==> config.mk <==
export PLATFORM = sky130hd
export DESIGN_NAME = data_mem_responder
export DESIGN_NICKNAME = d
export VERILOG_FILES = /design/src/rtl/data_mem_responder.sv
export SDC_FILE = /design/constraint.sdc
export NUM_CORES = 1
export LEC_CHECK = 0
export ABC_AREA = 0
export CAP_MARGIN = 0
export CORE_MARGIN = 3
export CORE_UTILIZATION = 55
export CTS_CLUSTER_DIAMETER = 80
export DETAILED_ROUTE_END_ITERATION = 12
export DONT_BUFFER_PORTS = 1
export PLACE_DENSITY = 0.74
export SLEW_MARGIN = 20
export SYNTH_ARGS = -nofsm -noshare
export SYNTH_HDL_FRONTEND = slang
export SYNTH_SLANG_ARGS = --single-unit
export TNS_END_PERCENT = 20
==> constraint.sdc <==
create_clock -name clk -period 4.11 [get_ports clk]
set_input_delay 0.6165 -clock clk [delete_from_list [all_inputs] [get_ports clk]]
set_output_delay 0.6165 -clock clk [all_outputs]
set_load 0.01 [all_outputs]
==> src/rtl/data_mem_responder.sv <==
// Data-memory responder for the multi-cycle core.
// Serves one load/store at a time over valid/ready request and response
// channels; each access commits LATENCY cycles after it is accepted.
// Optional build macro DMEM_ERR_EN: out-of-range addresses (>= DEPTH) are
// flagged on rsp_err, return 0 and suppress stores. Without it, addresses
// wrap modulo DEPTH and rsp_err stays 0.
//
// state | meaning
// IDLE  | ready for a request
// WAIT  | access latency countdown, commit when cnt reaches 0
// RESP  | response presented, held until the core takes it
module data_mem_responder #(
  parameter int DEPTH   = 16,
  parameter int ADDR_W  = 8,
  parameter int DATA_W  = 8,
  parameter int LATENCY = 2
) (
  input  logic              clk,
  input  logic              reset,
  input  logic              req_valid,
  output logic              req_ready,
  input  logic              req_we,
  input  logic [ADDR_W-1:0] req_addr,
  input  logic [DATA_W-1:0] req_wdata,
  output logic              rsp_valid,
  input  logic              rsp_ready,
  output logic [DATA_W-1:0] rsp_rdata,
  output logic              rsp_err
);

  localparam int IDX_W = $clog2(DEPTH);

  typedef enum logic [1:0] {IDLE, WAIT, RESP} state_t;

  state_t            state;
  logic [3:0]        cnt;
  logic              we_q;
  logic [ADDR_W-1:0] addr_q;
  logic [DATA_W-1:0] wdata_q;
  logic [DATA_W-1:0] mem [DEPTH];
  logic [IDX_W-1:0]  idx;
  logic              addr_bad;

  // Boot contents restored on every reset; a committed store does not survive it.
  function automatic logic [DATA_W-1:0] init_word(input int i);
    case (i)
      0:       return DATA_W'(8'hEC);
      1:       return DATA_W'(8'h0A);
      2:       return DATA_W'(8'h02);
      default: return '0;
    endcase
  endfunction

  assign idx = addr_q[IDX_W-1:0];

`ifdef DMEM_ERR_EN
  // Widened compare so DEPTH == 2^ADDR_W does not overflow.
  assign addr_bad = ({1'b0, addr_q} >= (ADDR_W+1)'(DEPTH));
`else
  logic unused_addr_hi;
  assign addr_bad       = 1'b0;
  assign unused_addr_hi = ^addr_q;
`endif

  // Ready only while idle and not being reset.
  assign req_ready = (state == IDLE) && !reset;

  // Request/response FSM, latency counter and memory array.
  always_ff @(posedge clk) begin
    if (reset) begin
      state     <= IDLE;
      cnt       <= '0;
      we_q      <= 1'b0;
      addr_q    <= '0;
      wdata_q   <= '0;
      rsp_valid <= 1'b0;
      rsp_rdata <= '0;
      rsp_err   <= 1'b0;
      for (int i = 0; i < DEPTH; i++) begin
        mem[i] <= init_word(i);
      end
    end else begin
      case (state)
        IDLE: begin
          if (req_valid) begin
            we_q    <= req_we;
            addr_q  <= req_addr;
            wdata_q <= req_wdata;
            cnt     <= 4'(LATENCY - 1);
            state   <= WAIT;
          end
        end
        WAIT: begin
          if (cnt != 4'd0) begin
            cnt <= cnt - 4'd1;
          end else begin
            state     <= RESP;
            rsp_valid <= 1'b1;
            rsp_err   <= addr_bad;
            if (addr_bad) begin
              rsp_rdata <= '0;
            end else if (we_q) begin
              mem[idx]  <= wdata_q;
              rsp_rdata <= wdata_q;
            end else begin
              rsp_rdata <= mem[idx];
            end
          end
        end
        RESP: begin
          if (rsp_ready) begin
            rsp_valid <= 1'b0;
            rsp_err   <= 1'b0;
            state     <= IDLE;
          end
        end
        default: state <= IDLE;
      endcase
    end
  end

endmodule

=== Yosys cells after proc, flatten, opt, wreduce, memory -nomap -nowiden ===
Memory sizes are Yosys's and may differ from the RTL's. A register that Yosys moved wholly into a read port is not among the register bits.
Index checks and enable logic that the tools add are counted.

* Eq/ne operators: 6
* Bitwise gates (word level): 1
* Add/subtract/negate cells: 1
* Mux-type cells: 26
* Reduce and logical (&&, ||, !) cells: 12

{| class="wikitable"
|+ Operators by type and width
! operator !! count
|-
| $mux W8 || 5
|-
| $mux W4 || 3
|-
| $mux W1 || 11
|-
| $reduce_and A3 Y1 || 3
|-
| $ne A2 B2 Y1 const B || 4
|-
| $pmux W4 S2 || 1
|-
| $reduce_or A8 Y1 || 1
|-
| $mux W2 || 3
|-
| $pmux W2 S3 || 1
|-
| $pmux W1 S2 || 2
|-
| $reduce_and A2 Y1 || 2
|-
| $reduce_bool A2 Y1 || 2
|-
| $reduce_bool A4 Y1 || 1
|-
| $sub A4 B1 Y4 const B || 1
|-
| $eq A2 B1 Y1 const B || 1
|-
| $eq A2 B2 Y1 const B || 1
|-
| $logic_not A2 Y1 || 1
|-
| $logic_and A1 B1 Y1 || 1
|-
| $logic_not A1 Y1 || 1
|-
| $not A1 Y1 || 1
|}

* Memories kept: 1
* Flip-flop bits (word level): 21
* Memory bits (writable): 128
* Logic and storage cells: 54
* Output and inout port bits: 11
* Input port bits: 21

{| class="wikitable"
|+ Memory list
! name !! words !! width !! rd ports !! clocked after memory_dff !! write ports !! line !! RTL
|-
| mem || 16 || 8 || 1 || 1 || 16 || 40 || <nowiki>logic [DATA_W-1:0] mem [DEPTH];</nowiki>
|}

=== Depth between registers and ports, before layout ===
Gate-level depths: netlist of run 1.

* Depth after elaboration: 7
* Mapped depth: 8
* Depth with buffers taken out: 6

=== Worst setup path before layout of run 1 ===
No wires, ideal clock.

* Path type: input-to-reg
* Start: input reset
* End: memory mem[0][0], enable pin
* Setup slack: 1.759 ns
* Arrival: 2.017 ns
* Cell stages on the path: 6
* Buffers on the path: 2
* Required time: 3.776 ns
* Setup time: 0.334 ns
* Cell sequence: clkbuf_1 -> nor2b_1 -> nand3_4 -> or4_1 -> buf_2 -> nand2b_1

{| class="wikitable"
|+ RTL lines
! element !! line !! RTL
|-
| start, declared || 19 || <nowiki>input logic reset,</nowiki>
|-
| end, declared || 40 ||
|}

=== Worst setup path in the final report of run 1 ===
* Start: register state[0]
* End: register rsp_rdata[5], read port of mem

* Word-level cells in the longest chain between the ends: 2

{| class="wikitable"
|+ RTL lines
! element !! line !! RTL
|-
| start, declared || 35 || <nowiki>state_t state;</nowiki>
|-
| start signal, assigned || 71 || <nowiki>state <= IDLE;</nowiki>
|-
| start signal, assigned || 90 || <nowiki>state <= WAIT;</nowiki>
|-
| start signal, assigned || 97 || <nowiki>state <= RESP;</nowiki>
|-
| $eq A2 B1 Y1 || 83 || <nowiki>case (state)</nowiki>
|-
| $reduce_and A2 Y1 (no line) || n/a ||
|-
| end, declared || 27 || <nowiki>output logic [DATA_W-1:0] rsp_rdata,</nowiki>
|}

No other way between the ends.
A chain may end at the register's enable or synchronous reset.

==> results by group, run 1 <==
Synth
  • Most common cell in the netlist: sky130_fd_sc_hd__edfxtp_1
  • Number of nets in the synthesized netlist: 601
  • Yosys warning total: 0
  • Post-synthesis area per instance: 12.5 sq um
  • Flops & latches, synth: 156
  • Most area-hungry cell type in the Yosys netlist: sky130_fd_sc_hd__edfxtp_1
  • Area fraction of the dominant cell type after synthesis: 53.4%
  • Leading post-synthesis cells by cell area: sky130_fd_sc_hd__edfxtp_1, sky130_fd_sc_hd__dfxtp_1, sky130_fd_sc_hd__and2_1, sky130_fd_sc_hd__mux2i_1, sky130_fd_sc_hd__mux4_2
  • Top cells by instance count after synthesis: sky130_fd_sc_hd__edfxtp_1, sky130_fd_sc_hd__and2_1, sky130_fd_sc_hd__mux2i_1
  • Predominant post-synthesis flop cell: sky130_fd_sc_hd__edfxtp_1
  • Sequential share of the synthesized area: 61.2%
  • Number of enable flip-flop cells after synthesis: roughly 130
  • Area of the mapped netlist: 7200 sq um
  • Cells after Synth: 578
  • Number of library cell types mapped by synthesis: 41
  • Asr flop ratio synth: 0%

Power
  • Leakage: ~0.0025 uW
  • Combinational share of power: 7.3%
  • Pwr Total: 3520 uW
  • NetSw: roughly 860 uW
  • Switch share: 24.4%
  • Share of total power in the clock network: 40.1%
  • Internal power: 2660 uW
  • Highest ir drop seen on vdd: 0.321 mV
  • P per Cell Area: roughly 450 nW/um^2
  • Share of power burned in registers: between 50% and 60%

Run
  • Number of max-cap violations: 0

Global route
  • Largest net degree at the start of global routing: 47
  • Number of global-route vias before repair: 4527
  • Grt ovf: 0
  • GRT Overall Usage: between 20% and 30%
  • Initial antenna violation count: 0
  • Wire length of the first global-routing pass: 25.5 mm

Worst setup path
  • CP required: between 4 and 5 ns
  • Most numerous cell on the critical path: sky130_fd_sc_hd__a2111oi_0
  • Worst setup EP type: register
  • Ordered cell list for the critical path: nor2b_1 > buf_4 > nand2_1 > a2111oi_0 > a2111oi_0
  • Critical-path cell with the highest stage delay: sky130_fd_sc_hd__a2111oi_0
  • Max stage delay on crit path: 0.94 ns
  • Worst endpoint data arrival time: 3.29 ns
  • Minimum setup slack among reg-to-reg paths: 1.07 ns
  • Start-to-end type of the worst setup path: register to register
  • Worst Path Max Fanout: 20
  • Startpoint types: register

Clock network
  • Post-CTS Setup Repair Bufs: 0
  • Root buffer selected by CTS: sky130_fd_sc_hd__clkbuf_16
  • CTS clock-pin slew for the worst setup and hold paths: approximately 0.060 ns
  • Number of gates resized after cts: 0
  • Number of CTS-inserted buffers: 17
  • Total number of clock tree sinks: 156
  • Longest Clk Path Bufs: 2
  • Htree depth: 4
  • TritonCTS clock tree: done
  • Insertion delay to the later sink of the worst-skew pair: 0.43 ns
  • Number of buffers added to fix hold violations after cts: 0

Routing
  • Antenna-violating nets left: 0
  • DR WL/cell: 22.2 um
  • Vias after detailed routing: 4603
  • Residual DRC count: 0
  • Drt total wl: 16.4 mm
  • Routed vias/inst: about 6.2
  • Violation count after the first detailed-routing iteration: 455
  • DR pass1 iterations: 6

Timing
  • Final critical-path share of the clock period: 74.0%
  • Sum Neg Setup Slack: 0 ns
  • Max Fclk: 329 MHz
  • Tightest slew margin relative to the limit: 39.9%
  • Number of hold violations in the final report: 0
  • Min Clock Period, post-route: 3.04 ns
  • Worst Tran Pin Value: 0.901 ns
  • Setup Skew: 0.0112 ns
  • RSZ-0062 raised after global routing: no
  • Final number of max-transition violations: 0
  • Final setup violating endpoints: 0

Floorplanning
  • Core area: 12700 sq um
  • Die outline area: about 14000 sq um
  • Die outline height: 120 um
  • I/O pin count: 32
  • Die Span X: roughly 120 um
  • Rows: 41
  • Starting utilization of the core area: about 57%

Finish
  • Area used by sequential logic in the layout: 4410 sq um
  • Filler cell count: 989
  • Fraction of final layout cells with drive strength greater than 1: 12.0%
  • Number of diodes: 0
  • Multi-input logic area: around 2600 sq um
  • Layout-stage area growth over the synthesis result: 8.19%
  • Fin nets: 578

Run status
  • Outcome: finished clean

Place
  • RePlAce Congestion: 0.842
  • # port buffers: 0
  • Post-DP HPWL: about 11 mm

Hold path
  • Worst min-delay path class: input port to register
==> per-layer routing <==
metal	global-route usage [%]	wire length, um
met5	0	0
met2	38.6	8130
met3	4.26	1030
met4	10.6	482
met1	31.2	6760
==> cell usage in the layout, fill, tap and decap left out, types with 17 or more instances in the layout <==
| cell type | synthesis | final |
|---|---|---|
| sky130_fd_sc_hd__a21oi_1 | 20 | 20 |
| sky130_fd_sc_hd__and2_1 | 84 | 84 |
| sky130_fd_sc_hd__clkbuf_16 | 0 | 17 |
| sky130_fd_sc_hd__dfxtp_1 | 28 | 27 |
| sky130_fd_sc_hd__edfxtp_1 | 128 | 128 |
| sky130_fd_sc_hd__mux2i_1 | 48 | 48 |
| sky130_fd_sc_hd__nand2_1 | 36 | 36 |
| sky130_fd_sc_hd__nor3_1 | 25 | 25 |
| sky130_fd_sc_hd__nor4_1 | 26 | 26 |
==> through the flow <==
stage	worst slack, ns	std cells	util (%)	hold slack [ns]	cell area [sq um]
after floorplan	1.76	578	-	0.453	7200
after global placement	1.26	708	57.1	0.472	7260
after detailed placement	1.14	708	57.1	0.502	7260
after CTS	1.11	740	61.2	0.243	7790
after global routing	0.898	740	61.2	0.236	7790
final	1.07	740	61.2	0.249	7790
==> registers in the layout, indices dropped and copies added (netlist names) <==
name       flops
mem          128
rsp_rdata      8
wdata_q        8
addr_q         4
cnt            4
state          2
rsp_valid      1
we_q           1
==> final timing paths <==
| path | to | cells past startpoint | from |
|---|---|---|---|
| max reg2reg | rsp_rdata[5] | 5 | state[0] |
| min reg2reg | cnt[0] | 1 | cnt[0] |
| max | rsp_rdata[5] | 5 | state[0] |
| min | rsp_valid | 1 | reset |
==> critical path: cells and delay by family, from the launching register on <==
kind	cells	cell delay [ns]
AO/OA/AOI/OAI	2	1.17
buffers and inverters	1	0.26
flip-flops	1	0.39
AND/OR/NAND/NOR	2	1.04
==> cell type report <==
class | instances | area share, %
clock buffer | 21 | 5.91
sequential | 156 | 56.6
clock inverter | 11 | 0.884
tap | 172 | 2.76
inverter | 5 | 0.241
timing repair buffer | 8 | 0.771
multi-input combinational | 367 | 32.8
==> power groups by stage <==
stage	Clock (uW)	Sequential [uW]	Combinational [uW]
4_1_cts	1410	1850	255
5_1_grt	1490	1860	278
6_report	1410	1850	256
3_5_place_dp	0	1880	253
3_3_place_gp	0	1880	243
2_1_floorplan	0	1820	229
==> logic make-up after synthesis <==
kind of cell    Yosys count  synth area share, %
mux                      57                 9.33
flops                   156                 61.2
compound gates           72                 6.67
buf+inv                  55                 3.30
simple gates            233                 18.9
fa+ha+maj                 2                0.348
xor+xnor                  2                0.243
other cells               1               0.0521
Note: power is estimated with default switching activity, not from simulation.
==> run 2, diff against run 1 <==
--- a/config.mk
+++ b/config.mk
@@ -5,7 +5,7 @@
 export SDC_FILE = /design/constraint.sdc
 export NUM_CORES = 1
 export LEC_CHECK = 0
-export ABC_AREA = 0
+export ABC_AREA = 1
 export CAP_MARGIN = 0
 export CORE_MARGIN = 3
 export CORE_UTILIZATION = 55
==> constraint.sdc (replaced) <==
create_clock -name clk -period 3.1 [get_ports clk]
set_input_delay 0.465 -clock clk [delete_from_list [all_inputs] [get_ports clk]]
set_output_delay 0.465 -clock clk [all_outputs]
set_load 0.01 [all_outputs]
==> results by group, run 2 <==
Timing
  • Max Fclk: 377 MHz (was 329 MHz)
  • Final setup violating endpoints: 0 (unchanged)
  • Worst-case setup margin in the final layout: 0.447 ns (was 1.07 ns)
  • Final hold slack: 0.105 ns (was 0.249 ns)
  • Setup Skew: 0.00755 ns (was 0.0112 ns)
  • RSZ-0062 raised after global routing: no (unchanged)
  • Final number of max-transition violations: 0 (unchanged)
  • Tightest slew margin relative to the limit: 37.1% (was 39.9%)
  • Min Clock Period, post-route: 2.65 ns (was 3.04 ns)
  • Number of hold violations in the final report: 0 (unchanged)
  • Worst Tran Pin Value: 0.940 ns (was 0.901 ns)
  • Sum Neg Setup Slack: 0 ns (unchanged)
  • Final critical-path share of the clock period: 85.6% (was 74.0%)

Worst setup path
  • Worst Path Max Fanout: 27 (was 20)
  • Critical-path cell with the highest stage delay: sky130_fd_sc_hd__dfxtp_1 (was sky130_fd_sc_hd__a2111oi_0)
  • Worst setup EP type: register (unchanged)
  • Worst endpoint data arrival time: 2.75 ns (was 3.29 ns)
  • Ordered cell list for the critical path: inv_2 > nor3_4 > nand2_4 > nand2_1 (was nor2b_1 > buf_4 > nand2_1 > a2111oi_0 > a2111oi_0)
  • Startpoint types: register (unchanged)
  • Max stage delay on crit path: 0.74 ns (was 0.94 ns)
  • Start-to-end type of the worst setup path: register to register (unchanged)
  • CP required: 3.20 ns (was 4.36 ns)

Global route
  • Number of global-route vias before repair: 5255 (was 4527)
  • Wire length of the first global-routing pass: 26.9 mm (was 25.5 mm)
  • Largest net degree at the start of global routing: 59 (was 47)
  • GRT Overall Usage: 25.0% (was 23.7%)
  • Initial antenna violation count: 0 (unchanged)
  • Grt ovf: 0 (unchanged)

Routing
  • Routed vias/inst: 5.55 (was 6.22)
  • Residual DRC count: 1 (was 0)
  • DR WL/cell: 17.7 um (was 22.2 um)
  • Vias after detailed routing: 5354 (was 4603)
  • Violation count after the first detailed-routing iteration: 626 (was 455)
  • Antenna-violating nets left: 0 (unchanged)
  • DR pass1 iterations: 9 (was 6)
  • Drt total wl: 17.1 mm (was 16.4 mm)

Clock network
  • TritonCTS clock tree: done (unchanged)
  • Post-CTS Setup Repair Bufs: 0 (unchanged)
  • Number of buffers added to fix hold violations after cts: 0 (unchanged)
  • Number of gates resized after cts: 0 (unchanged)
  • CTS clock-pin slew for the worst setup and hold paths: 0.06 ns (about the same)
  • Insertion delay to the later sink of the worst-skew pair: 0.43 ns (about the same)
  • Total number of clock tree sinks: 156 (unchanged)
  • Number of CTS-inserted buffers: 17 (unchanged)
  • Root buffer selected by CTS: sky130_fd_sc_hd__clkbuf_16 (unchanged)
  • Htree depth: 4 (unchanged)
  • Longest Clk Path Bufs: 2 (unchanged)

Power
  • Leakage: 0.00328 uW (was 0.00253 uW)
  • Highest ir drop seen on vdd: 0.560 mV (was 0.321 mV)
  • P per Cell Area: 666 nW/um^2 (was 452 nW/um^2)

Synth
  • Flops & latches, synth: 156 (unchanged)
  • Number of enable flip-flop cells after synthesis: 128 (unchanged)
  • Area fraction of the dominant cell type after synthesis: 54.1% (was 53.4%)
  • Number of library cell types mapped by synthesis: 26 (was 41)
  • Top cells by instance count after synthesis: sky130_fd_sc_hd__nand2_1, sky130_fd_sc_hd__edfxtp_1, sky130_fd_sc_hd__nor2_1 (was sky130_fd_sc_hd__edfxtp_1, sky130_fd_sc_hd__and2_1, sky130_fd_sc_hd__mux2i_1)
  • Number of nets in the synthesized netlist: 823 (was 601)
  • Sequential share of the synthesized area: 62.0% (was 61.2%)
  • Leading post-synthesis cells by cell area: sky130_fd_sc_hd__edfxtp_1, sky130_fd_sc_hd__nand2_1, sky130_fd_sc_hd__dfxtp_1, sky130_fd_sc_hd__nor2_1, sky130_fd_sc_hd__o21ai_0 (was sky130_fd_sc_hd__edfxtp_1, sky130_fd_sc_hd__dfxtp_1, sky130_fd_sc_hd__and2_1, sky130_fd_sc_hd__mux2i_1, sky130_fd_sc_hd__mux4_2)
  • Post-synthesis area per instance: 8.88 sq um (was 12.5 sq um)
  • Area of the mapped netlist: 7100 sq um (was 7200 sq um)
  • Asr flop ratio synth: 0% (unchanged)
  • Most common cell in the netlist: sky130_fd_sc_hd__nand2_1 (was sky130_fd_sc_hd__edfxtp_1)
  • Cells after Synth: 800 (was 578)
  • Most area-hungry cell type in the Yosys netlist: sky130_fd_sc_hd__edfxtp_1 (unchanged)
  • Predominant post-synthesis flop cell: sky130_fd_sc_hd__edfxtp_1 (unchanged)
  • Yosys warning total: 0 (unchanged)

Run status
  • Outcome: finished with violations (was finished clean)
  • Violations in the final reports: design-rule violations

Finish
  • Number of diodes: 0 (unchanged)
  • Most frequent standard cell in the layout excluding fill and tap cells: sky130_fd_sc_hd__nand2_1 (was sky130_fd_sc_hd__edfxtp_1)
  • Largest reg by FF count: mem (unchanged)
  • Fin nets: 807 (was 578)
  • Most used cells in the layout excluding fill and tap cells: sky130_fd_sc_hd__nand2_1, sky130_fd_sc_hd__edfxtp_1, sky130_fd_sc_hd__nor2_1 (was sky130_fd_sc_hd__edfxtp_1, sky130_fd_sc_hd__and2_1, sky130_fd_sc_hd__mux2i_1)
  • Post-layout instance count excluding filler cells: 964 (was 740)
  • Max reg flops: 128 (unchanged)
  • Largest registers: mem (128), rsp_rdata (8), wdata_q (8) (unchanged)
  • Fraction of final layout cells with drive strength greater than 1: 7.41% (was 12.0%)
  • Layout-stage area growth over the synthesis result: 9.97% (was 8.19%)

Place
  • # port buffers: 0 (unchanged)
  • Setup slack at placement: 0.477 ns (was 1.14 ns)
  • Cell Count Post-Placement: 933 (was 708)
  • RePlAce Congestion: 0.837 (was 0.842)
  • Post-DP HPWL: 10.9 mm (was 10.7 mm)

Floorplanning
  • Rows: 40 (was 41)
  • Die outline area: 14300 sq um (was 14500 sq um)
  • Die outline height: 120 um (about the same)
  • Core area: 12300 sq um (was 12700 sq um)
  • Starting utilization of the core area: 57.7% (was 56.6%)
  • Die Span X: 120 um (about the same)
  • I/O pin count: 32 (unchanged)

Run
  • Number of max-cap violations: 0 (unchanged)

Hold path
  • Worst min-delay path class: input port to register (unchanged)
[run 2: final timing paths]
| kind | start | to | slack [ns] | depth (start not counted) |
|---|---|---|---|---|
| hold reg to reg | we_q | we_q | 0.46 | 2 |
| setup reg to reg | addr_q[1] | mem[14][6] | 0.45 | 4 |
| hold / removal | reset | rsp_rdata[5] | 0.11 | 1 |
| setup / recovery | addr_q[1] | mem[14][6] | 0.45 | 4 |
[run 2: stage by stage]
step | utilization, % | power (uW) | cell area (sq um)
final | 63.4 | 5200 | 7810
after global routing | 63.4 | 5360 | 7810
after floorplan | - | 2840 | 7100
after CTS | 63.4 | 5190 | 7810
after global placement | 58.4 | 2990 | 7180
after detailed placement | 58.4 | 3010 | 7180
[run 2: cell type report]
class | instances | area, sq um
Inverter | 30 | 113
Multi-Input combinational cell | 574 | 2420
Tap cell | 168 | 210
Sequential cell | 156 | 4410
Clock inverter | 14 | 201
Timing Repair Buffer | 5 | 37.5
Clock buffer | 17 | 425
Fill cell | 1026 | 4500
[run 2: routing by layer]
metal	part of all wire, %	vias to the layer above	routed length (um)	GRT usage (%)
li1	-	2551	-	-
met2	50	222	8460	41.0
met3	7.8	34	1340	6.17
met5	0	-	0	0
met1	40	2547	6870	32.0
met4	2.4	0	405	10.1
[run 2: cells by family (layout without fill, tap and decap cells)]
family | Yosys count | count (layout) | share of synthesized area, %
DFF | 156 | 156 | 62.0
and+or+nand+nor | 506 | 506 | 28.8
adders and majority gates | 2 | 2 | 0.352
AOI/OAI and AO/OA | 65 | 65 | 4.88
other | 1 | 1 | 0.0528
buffers and inverters | 70 | 66 | 3.95
[run 2: where the power goes]
group	total (uW)	switching, uW	internal, uW
Sequential	2420	64.9	2350
Combinational	565	436	129
Clock	2220	805	1410
[run 2: critical path: cells and delay by family (launching register included)]
family                 cells  cell delay, ns
flip-flops                 1            0.74
buffers and inverters      1            0.41
AND/OR/NAND/NOR            3            1.17
==> run 3, diff against run 2 <==
==> constraint.sdc (replaced) <==
create_clock -name clk -period 3.1 [get_ports clk]
set_input_delay 0.62 -clock clk [delete_from_list [all_inputs] [get_ports clk]]
set_output_delay 0.62 -clock clk [all_outputs]
set_load 0.01 [all_outputs]
==> results by group, run 3 (same netlist as run 2, synthesis figures left out) <==
Global route
  • Grt ovf: 0 (unchanged)
  • Number of global-route vias before repair: 5242 (was 5255)
  • GRT Overall Usage: 24.6% (was 25.0%)
  • Largest net degree at the start of global routing: 59 (unchanged)
  • Initial antenna violation count: 0 (unchanged)
  • Wire length of the first global-routing pass: 26.6 mm (was 26.9 mm)

Routing
  • Routed vias/inst: 5.48 (was 5.55)
  • DR WL/cell: 17.2 um (was 17.7 um)
  • Violation count after the first detailed-routing iteration: 521 (was 626)
  • Residual DRC count: 0 (was 1)
  • Drt total wl: 16.7 mm (was 17.1 mm)
  • Antenna-violating nets left: 0 (unchanged)
  • DR pass1 iterations: 6 (was 9)
  • Vias after detailed routing: 5296 (was 5354)

Place
  • Placement-stage cell area: 7200 sq um (was 7180 sq um)
  • Cell Count Post-Placement: 935 (was 933)
  • # port buffers: 0 (unchanged)
  • RePlAce Congestion: 0.856 (was 0.837)
  • Post-DP HPWL: 10.8 mm (was 10.9 mm)
  • Setup slack at placement: 0.597 ns (was 0.477 ns)

Timing
  • Final critical-path share of the clock period: 82.3% (was 85.6%)
  • Number of hold violations in the final report: 0 (unchanged)
  • Max Fclk: 392 MHz (was 377 MHz)
  • Worst Tran Pin Value: 0.840 ns (was 0.940 ns)
  • Tightest slew margin relative to the limit: 43.7% (was 37.1%)
  • Min Clock Period, post-route: 2.55 ns (was 2.65 ns)
  • Worst-case setup margin in the final layout: 0.549 ns (was 0.447 ns)
  • Final setup violating endpoints: 0 (unchanged)
  • Setup Skew: 0.00640 ns (was 0.00755 ns)
  • Sum Neg Setup Slack: 0 ns (unchanged)
  • Final number of max-transition violations: 0 (unchanged)
  • RSZ-0062 raised after global routing: no (unchanged)

Power
  • Combinational share of power: 11.4% (was 10.9%)
  • Leakage: 0.00327 uW (was 0.00328 uW)
  • P per Cell Area: 642 nW/um^2 (was 666 nW/um^2)
  • NetSw: 1280 uW (was 1310 uW)
  • Share of total power in the clock network: 40.3% (was 42.6%)
  • Share of power burned in registers: 48.2% (was 46.5%)
  • Highest ir drop seen on vdd: 0.417 mV (was 0.560 mV)
  • Internal power: 3720 uW (was 3890 uW)
  • Switch share: 25.6% (was 25.1%)

Run
  • Number of max-cap violations: 0 (unchanged)

Hold path
  • Worst min-delay path class: input port to register (unchanged)

Finish
  • Fin nets: 809 (was 807)
  • Fraction of final layout cells with drive strength greater than 1: 7.38% (was 7.41%)
  • Layout-stage area growth over the synthesis result: 9.51% (was 9.97%)
  • Most used cells in the layout excluding fill and tap cells: sky130_fd_sc_hd__nand2_1, sky130_fd_sc_hd__edfxtp_1, sky130_fd_sc_hd__nor2_1 (unchanged)
  • Number of diodes: 0 (unchanged)
  • Most frequent standard cell in the layout excluding fill and tap cells: sky130_fd_sc_hd__nand2_1 (unchanged)
  • Largest reg by FF count: mem (unchanged)
  • Post-layout instance count excluding filler cells: 967 (was 964)
  • Post-Layout Inst Area: 7780 sq um (was 7810 sq um)
  • Largest registers: mem (128), rsp_rdata (8), wdata_q (8) (unchanged)
  • Filler cell count: 1042 (was 1026)
  • Max reg flops: 128 (unchanged)

Worst setup path
  • Worst setup EP type: register (unchanged)
  • CP required: 3.20 ns (about the same)
  • Worst Path Max Fanout: 19 (was 27)
  • Startpoint types: register (unchanged)
  • Worst endpoint data arrival time: 2.65 ns (was 2.75 ns)
  • Start-to-end type of the worst setup path: register to register (unchanged)

Floorplanning
  • Core area: 12300 sq um (unchanged)
  • Die outline height: 120 um (unchanged)
  • I/O pin count: 32 (unchanged)
  • Die outline area: 14300 sq um (unchanged)
  • Starting utilization of the core area: 57.7% (unchanged)
  • Rows: 40 (unchanged)
  • Die Span X: 120 um (unchanged)

Clock network
  • CTS clock-pin slew for the worst setup and hold paths: 0.06 ns (about the same)
  • Htree depth: 4 (unchanged)
  • Root buffer selected by CTS: sky130_fd_sc_hd__clkbuf_16 (unchanged)
  • Insertion delay to the later sink of the worst-skew pair: 0.43 ns (about the same)
  • Post-CTS Setup Repair Bufs: 0 (unchanged)
  • Number of gates resized after cts: 0 (unchanged)
  • Longest Clk Path Bufs: 2 (unchanged)
  • Number of CTS-inserted buffers: 17 (unchanged)
  • TritonCTS clock tree: done (unchanged)
  • Number of buffers added to fix hold violations after cts: 0 (unchanged)
  • Total number of clock tree sinks: 156 (unchanged)

Run status
  • Outcome: finished clean (was finished with violations)
-- run 3: cell count changes in the layout (fill, tap and decap cells not counted) --
| cell | previous run | this run |
|---|---|---|
| sky130_fd_sc_hd__bufinv_16 | 5 | 1 |
| sky130_fd_sc_hd__clkbuf_1 | 0 | 4 |
| sky130_fd_sc_hd__clkbuf_8 | 0 | 4 |
| sky130_fd_sc_hd__buf_4 | 5 | 7 |
| sky130_fd_sc_hd__clkinv_2 | 4 | 2 |
| sky130_fd_sc_hd__clkbuf_16 | 17 | 18 |
| sky130_fd_sc_hd__clkinv_1 | 11 | 10 |
| sky130_fd_sc_hd__clkinv_4 | 1 | 0 |
-- run 3: final cells by class --
class	count	area (sq um)	share of cell area, %
Tap cell	168	210	2.70
Clock buffer	26	520	6.69
Timing Repair Buffer	7	52.6	0.676
Clock inverter	6	58.8	0.756
Inverter	30	113	1.45
Multi-Input combinational cell	574	2420	31.1
Sequential cell	156	4410	56.6
-- run 3: worst max-delay path, stage by stage (launching register included) --
cell and delay [ns]:
sky130_fd_sc_hd__dfxtp_1 0.31, sky130_fd_sc_hd__inv_1 0.12, sky130_fd_sc_hd__ha_1 0.20, sky130_fd_sc_hd__nand3_2 0.11
sky130_fd_sc_hd__nor2_4 0.23, sky130_fd_sc_hd__nand2_4 0.19, sky130_fd_sc_hd__nor3_4 0.53, sky130_fd_sc_hd__nand2_4 0.19
sky130_fd_sc_hd__nand2_1 0.33
-- run 3: final timing paths --
path | to | start | slack (ns) | depth (start not counted)
worst min register to register | we_q | we_q | 0.49 | 2
worst min-delay path | rsp_rdata[6] | reset | 0.25 | 1
worst max-delay path | mem[14][6] | cnt[0] | 0.55 | 8
worst max register to register | mem[14][6] | cnt[0] | 0.55 | 8
-- run 3: routing by layer --
| layer | wire, um | global-route usage [%] |
|---|---|---|
| met3 | 1210 | 5.75 |
| met2 | 8260 | 40.5 |
| met4 | 357 | 8.95 |
| met5 | 0 | 0 |
| met1 | 6850 | 32.2 |
-- run 3: through the flow --
step           util [%]  hold slack (ns)  power [uW]
6_report           63.2            0.250        5000
2_1_floorplan         -            0.430        2840
5_1_grt            63.2            0.239        5170
3_5_place_dp       58.5            0.484        3010
3_3_place_gp       58.5            0.451        3000
4_1_cts            63.2            0.246        4990
-- run 3: power groups by stage --
stage               clock [uW]  sequential [uW]  combinational, uW
floorplan                    0             2430                414
global placement             0             2450                546
detailed placement           0             2450                561
CTS                       2020             2410                564
global route              2120             2420                633
finish                    2020             2410                570
